[src/rtl/nco_phase_tracker.sv]
// Sequential CORDIC vectoring phase tracker: recovers phase and per-sample phase
// increment from sin/cos pairs. Define NCO_PHASE_TRACKER_AVG_EN to average the last 4 increments.
module nco_phase_tracker #(
  parameter int IN_W = 12,
  parameter int PH_W = 32,
  parameter int ITER = 14
) (
  input  logic            clk,
  input  logic            reset_n,
  input  logic            clken,
  input  logic            in_valid,
  input  logic [IN_W-1:0] sin_i,
  input  logic [IN_W-1:0] cos_i,
  output logic            busy,
  output logic            overrun,
  output logic            out_valid,
  output logic [PH_W-1:0] phase_o,
  output logic [PH_W-1:0] phi_inc_o,
  output logic            inc_valid
);
  localparam int XW = IN_W + 2;
  localparam int CW = 5;

  typedef enum logic [1:0] {S_IDLE, S_ITER, S_DONE} state_t;

  // atan(2^-i) in turns, 32-bit full scale, rescaled with rounding to PH_W
  function automatic logic [PH_W-1:0] f_atan(input logic [CW-1:0] i);
    logic [31:0] a;
    logic [63:0] t;
    case (i)
      5'd0:    a = 32'h20000000;
      5'd1:    a = 32'h12E4051E;
      5'd2:    a = 32'h09FB385B;
      5'd3:    a = 32'h051111D4;
      5'd4:    a = 32'h028B0D43;
      5'd5:    a = 32'h0145D7E1;
      5'd6:    a = 32'h00A2F61E;
      5'd7:    a = 32'h00517C55;
      5'd8:    a = 32'h0028BE53;
      5'd9:    a = 32'h00145F2F;
      5'd10:   a = 32'h000A2F98;
      5'd11:   a = 32'h000517CC;
      5'd12:   a = 32'h00028BE6;
      5'd13:   a = 32'h000145F3;
      5'd14:   a = 32'h0000A2FA;
      5'd15:   a = 32'h0000517D;
      default: a = 32'h0;
    endcase
    t = {a, 32'h0};
    return PH_W'((t + (64'd1 << (63 - PH_W))) >> (64 - PH_W));
  endfunction

  state_t                 r_state, w_next;
  logic [CW-1:0]          r_i;
  logic signed [XW-1:0]   r_x, r_y;
  logic signed [XW-1:0]   w_xs, w_ys, w_sin, w_cos;
  logic [PH_W-1:0]        r_z, r_prev;
  logic                   r_prev_vld, r_zero;
  logic [PH_W-1:0]        w_ang, w_zf, w_diff, w_inc;
  logic                   w_incv;

  assign w_sin  = {{2{sin_i[IN_W-1]}}, sin_i};
  assign w_cos  = {{2{cos_i[IN_W-1]}}, cos_i};
  assign w_xs   = r_x >>> r_i;
  assign w_ys   = r_y >>> r_i;
  assign w_ang  = f_atan(r_i);
  // an all-zero input has no angle; report 0 rather than the CORDIC's drift
  assign w_zf   = r_zero ? '0 : r_z;
  assign w_diff = w_zf - r_prev;
  assign busy   = (r_state != S_IDLE);

`ifdef NCO_PHASE_TRACKER_AVG_EN
  logic [PH_W-1:0]        r_h0, r_h1, r_h2;
  logic [1:0]             r_dcnt;
  logic signed [PH_W+1:0] w_sum;

  assign w_sum  = $signed({{2{w_diff[PH_W-1]}}, w_diff}) + $signed({{2{r_h0[PH_W-1]}}, r_h0})
                + $signed({{2{r_h1[PH_W-1]}}, r_h1}) + $signed({{2{r_h2[PH_W-1]}}, r_h2});
  assign w_inc  = w_sum[PH_W+1:2];
  assign w_incv = r_prev_vld && (r_dcnt == 2'd3);

  always_ff @(posedge clk or negedge reset_n) begin
    if (!reset_n) begin
      r_h0   <= '0;
      r_h1   <= '0;
      r_h2   <= '0;
      r_dcnt <= '0;
    end else if (clken && r_state == S_DONE && r_prev_vld) begin
      r_h0 <= w_diff;
      r_h1 <= r_h0;
      r_h2 <= r_h1;
      if (r_dcnt != 2'd3) r_dcnt <= r_dcnt + 2'd1;
    end
  end
`else
  assign w_inc  = w_diff;
  assign w_incv = r_prev_vld;
`endif

  always_comb begin
    w_next = r_state;
    case (r_state)
      S_IDLE:  if (in_valid) w_next = S_ITER;
      S_ITER:  if (r_i == CW'(ITER - 1)) w_next = S_DONE;
      S_DONE:  w_next = S_IDLE;
      default: w_next = S_IDLE;
    endcase
  end

  always_ff @(posedge clk or negedge reset_n) begin
    if (!reset_n) r_state <= S_IDLE;
    else if (clken) r_state <= w_next;
  end

  always_ff @(posedge clk or negedge reset_n) begin
    if (!reset_n) begin
      r_x        <= '0;
      r_y        <= '0;
      r_z        <= '0;
      r_i        <= '0;
      r_zero     <= 1'b0;
      r_prev     <= '0;
      r_prev_vld <= 1'b0;
      phase_o    <= '0;
      phi_inc_o  <= '0;
      inc_valid  <= 1'b0;
      out_valid  <= 1'b0;
      overrun    <= 1'b0;
    end else if (clken) begin
      out_valid <= 1'b0;
      overrun   <= in_valid && (r_state != S_IDLE);
      case (r_state)
        S_IDLE: if (in_valid) begin
          r_i    <= '0;
          r_zero <= (sin_i == '0) && (cos_i == '0);
          // fold left half-plane into the right half; XW leaves room for -(-2^(IN_W-1))
          if (cos_i[IN_W-1]) begin
            r_x <= -w_cos;
            r_y <= -w_sin;
            r_z <= {1'b1, {(PH_W-1){1'b0}}};
          end else begin
            r_x <= w_cos;
            r_y <= w_sin;
            r_z <= '0;
          end
        end
        S_ITER: begin
          r_i <= r_i + CW'(1);
          if (!r_y[XW-1]) begin
            r_x <= r_x + w_ys;
            r_y <= r_y - w_xs;
            r_z <= r_z + w_ang;
          end else begin
            r_x <= r_x - w_ys;
            r_y <= r_y + w_xs;
            r_z <= r_z - w_ang;
          end
        end
        S_DONE: begin
          phase_o    <= w_zf;
          phi_inc_o  <= w_inc;
          inc_valid  <= w_incv;
          r_prev     <= w_zf;
          r_prev_vld <= 1'b1;
          out_valid  <= 1'b1;
        end
        default: ;
      endcase
    end
  end

endmodule

[config.mk]
export PLATFORM = sky130hd
export DESIGN_NAME = nco_phase_tracker
export DESIGN_NICKNAME = d
export VERILOG_FILES = /design/src/rtl/nco_phase_tracker.sv
export SDC_FILE = /design/constraint.sdc
export NUM_CORES = 1
export LEC_CHECK = 0
export ABC_AREA = 1
export ABC_CLOCK_PERIOD_IN_PS = 6300
export BUFFER_PORTS_ARGS = -buffer_cell sky130_fd_sc_hd__buf_2
export CAP_MARGIN = 20
export CELL_PAD_IN_SITES_DETAIL_PLACEMENT = 1
export CELL_PAD_IN_SITES_GLOBAL_PLACEMENT = 1
export CORE_UTILIZATION = 35
export DETAILED_ROUTE_END_ITERATION = 10
export GPL_TIMING_DRIVEN = 0
export PLACE_DENSITY = 0.67
export SKIP_CTS_REPAIR_TIMING = 1
export SLEW_MARGIN = 20
export SYNTH_ARGS = -nofsm -noshare
export SYNTH_HDL_FRONTEND = slang
export SYNTH_SLANG_ARGS = --single-unit
[constraint.sdc]
create_clock -name clk -period 6.3 [get_ports clk]
set_clock_uncertainty 0.2 [all_clocks]
set_input_delay 0 -clock clk [delete_from_list [all_inputs] [get_ports clk]]
set_output_delay 0 -clock clk [all_outputs]
set_load 0.1 [all_outputs]
==> results.json <==
{
  "status": "complete, but fails checks",
  "violations": "negative hold slack",
  "drt_iter0_drc": 596,
  "antenna_found_initial": 0,
  "wl_per_cell_um": 19.7,
  "clock_sinks": 136,
  "period_share_pct": 86.2,
  "grt_pass1_vias": 14900,
  "fin_area_sq_um": 15600,
  "place_ws_ns": 0.906,
  "ys.flop_type": "dfrtp_1",
  "avgSynthCellArea_sq_um": 6.52,
  "crit_slowest_cell": "o21ai_1",
  "worstMarginPinSlew_ns": 1.06,
  "end_kind": "flip-flop",
  "die_area_sq_um": 39100,
  "final_nets": 2344,
  "async_flop_share_pct": 100,
  "period_needed_ns": 5.43,
  "grt_usage_pct": 27.9,
  "routed_wl_um": 53900,
  "arrival_ns": 5.56,
  "slew_headroom_pct": 29.2,
  "io_pins": 96,
  "drv_slew": 0,
  "fin_ws_ns": 0.867,
  "drc": 0,
  "detailed_place_hpwl_um": 43400,
  "fp.dieH_um": 198,
  "rsz0062_at_grt": "false",
  "synth-seq-area-share_pct": 25.4,
  "coreArea_sq_um": 37700,
  "cts_buffer_depth": 2,
  "synth-edff-count": 0,
  "ant_nets": 0,
  "path_buf_inv": 10,
  "cp_slowest_stage_delay_ns": 0.53,
  "syn-cell-area_sq_um": 13400,
  "synth_cells": 2056,
  "drive_gt1_share_pct": 9.67,
  "htreeDepth": 4,
  "core.rowCount": 71,
  "num_vias": 14600,
  "grt_max_degree": 86,
  "fin_hold_ws_ns": -0.0816,
  "synth_warnings": 0,
  "viasPerCell": 5.33,
  "crit_type": "reg2reg",
  "finalHoldViolCount": 3,
  "area_delta_synth_final_pct": 16.2,
  "hp-class": "in2reg",
  "placed_area_sq_um": 14600,
  "ys_ff_latch": 136,
  "required_ns": 6.42,
  "path_clk_slew_ns": 0.07,
  "mostFrequentLayoutCell": "nand2_1",
  "nFillCells": 5037,
  "syn-num-nets": 2189,
  "final_cell_mix": "nand2_1 (502), inv_1 (239), o21ai_0 (198)",
  "tns_ns": 0,
  "cap_violations": 0,
  "num_antenna_cells": 0,
  "cts_made_buffers": 17,
  "worst_setup_path_start_kind": "flip-flop",
  "max_freq_mhz": 184,
  "path_max_fanout": 13,
  "critPathTopFamily": "compound AO/OA/AOI/OAI gates",
  "clock-root-buffer": "clkbuf_16",
  "setup_viol": 0,
  "io_buffers": 95,
  "initial_core_util_pct": 35.6,
  "die_w_um": 198,
  "grt-ovfl-total": 0,
  "gpl.final_weighted_congestion": 0.918,
  "cts_tree": "built",
  "firstDrtPassIters": 5,
  "grt_pass1_wl_um": 83600,
  "synth.distinct_cells": 60,
  "insertion_delay_ns": 0.46
}
-- flip-flops by register name, summed over array words and instances (netlist names) --
name,flops
inc_valid,1
r_zero,1
phi_inc_o,32
r_z,32
r_state,2
out_valid,1
r_prev,32
r_prev_vld,1
r_x,14
r_i,5
r_y,14
overrun,1
-- kinds of logic (layout without fill, tap and decap cells) --
family / Yosys count / in the layout / synth area share [%]
buffers and inverters: 318 / 486 / 9.67
and+or+nand+nor: 907 / 907 / 28.6
adders and majority gates: 105 / 105 / 10.0
DFF: 136 / 136 / 25.4
muxes: 2 / 2 / 0.168
xor gates and xnor gates: 65 / 65 / 4.25
AOI/OAI and AO/OA: 523 / 523 / 21.9
-- worst paths after layout --
| kind | from | end | slack [ns] | cells after the start |
|---|---|---|---|---|
| setup / recovery | r_i[0]$_DFFE_PN0P_ | r_z[20]$_DFFE_PN0P_ | 0.87 | 29 |
| hold / removal | cos_i[11] | r_x[6]$_DFFE_PN0P_ | -0.08 | 5 |
| setup reg to reg | r_i[0]$_DFFE_PN0P_ | r_z[20]$_DFFE_PN0P_ | 0.87 | 29 |
| hold reg to reg | r_prev_vld$_DFFE_PN0P_ | r_prev_vld$_DFFE_PN0P_ | 0.25 | 2 |
| max in group asynchronous | reset_n | r_x[11]$_DFFE_PN0P_ | 4.95 | 4 |
| min in group asynchronous | reset_n | phi_inc_o[28]$_DFFE_PN0P_ | 0.48 | 4 |
-- synth_stat cells (5+ instances only) --
cell type  instances  area share (%)
o21a_1            11            0.62
a21oi_1          167             6.2
a31oi_1           34             1.6
a21boi_0           5            0.28
nand2_1          502              14
buf_1              5            0.14
a21o_1            15            0.84
o211ai_1           8            0.45
nor2_2            11            0.51
or2_2             12            0.56
nand4_1           12            0.56
xor2_1            27             1.8
o21ai_1           26            0.97
nor2_1           184             5.2
nand3b_1           5            0.28
nand2_2            5            0.23
o22ai_1           14            0.65
ha_1             101             9.4
inv_1            239             6.7
xnor2_1           38             2.5
o21ai_0          198             7.4
buf_6             10            0.84
or2_1              5            0.23
o21bai_1          11            0.62
nand3_1          132             4.9
buf_2             11            0.41
nor3_1            19            0.71
o221ai_1           5            0.33
inv_2              7            0.20
clkbuf_1          40             1.1
dfrtp_1          136              25
-- through the flow --
| step | std cells | util, % |
|---|---|---|
| finish | 2735 | 41.3 |
| detailed placement | 2663 | 38.6 |
| global placement | 2662 | 38.5 |
| global route | 2735 | 41.3 |
| CTS | 2695 | 40.2 |
| floorplan | 2056 | - |
-- final cells by class --
| type | count | area, sq um | share of cell area, % |
|---|---|---|---|
| buffer | 69 | 359 | 2.31 |
| tap | 511 | 639 | 4.11 |
| inverter | 249 | 937 | 6.02 |
| multi-input combinational | 1602 | 8710 | 55.9 |
| clock buffer | 19 | 453 | 2.91 |
| clock inverter | 13 | 144 | 0.924 |
| timing repair buffer | 136 | 931 | 5.98 |
| sequential | 136 | 3400 | 21.9 |
-- worst reg2reg max path, delay by kind of cell, from the launching register on --
family	cells	cell delay, ns
AO/OA/AOI/OAI	8	1.55
buffers and inverters	10	1.18
AND/OR/NAND/NOR	7	0.89
adder cells (fa/ha/maj)	3	0.77
flip-flops	1	0.42
XOR/XNOR	1	0.27
-- per-layer routing --
layer | share of wire (%) | track usage (%)
met1 | 45 | 35.2
met5 | 0 | 0
met3 | 2.6 | 3.26
met4 | 3.7 | 11.2
met2 | 49 | 48.3
Power is not shown: default switching activity piles up to over one toggle a cycle in this logic, so the estimate is an artifact.
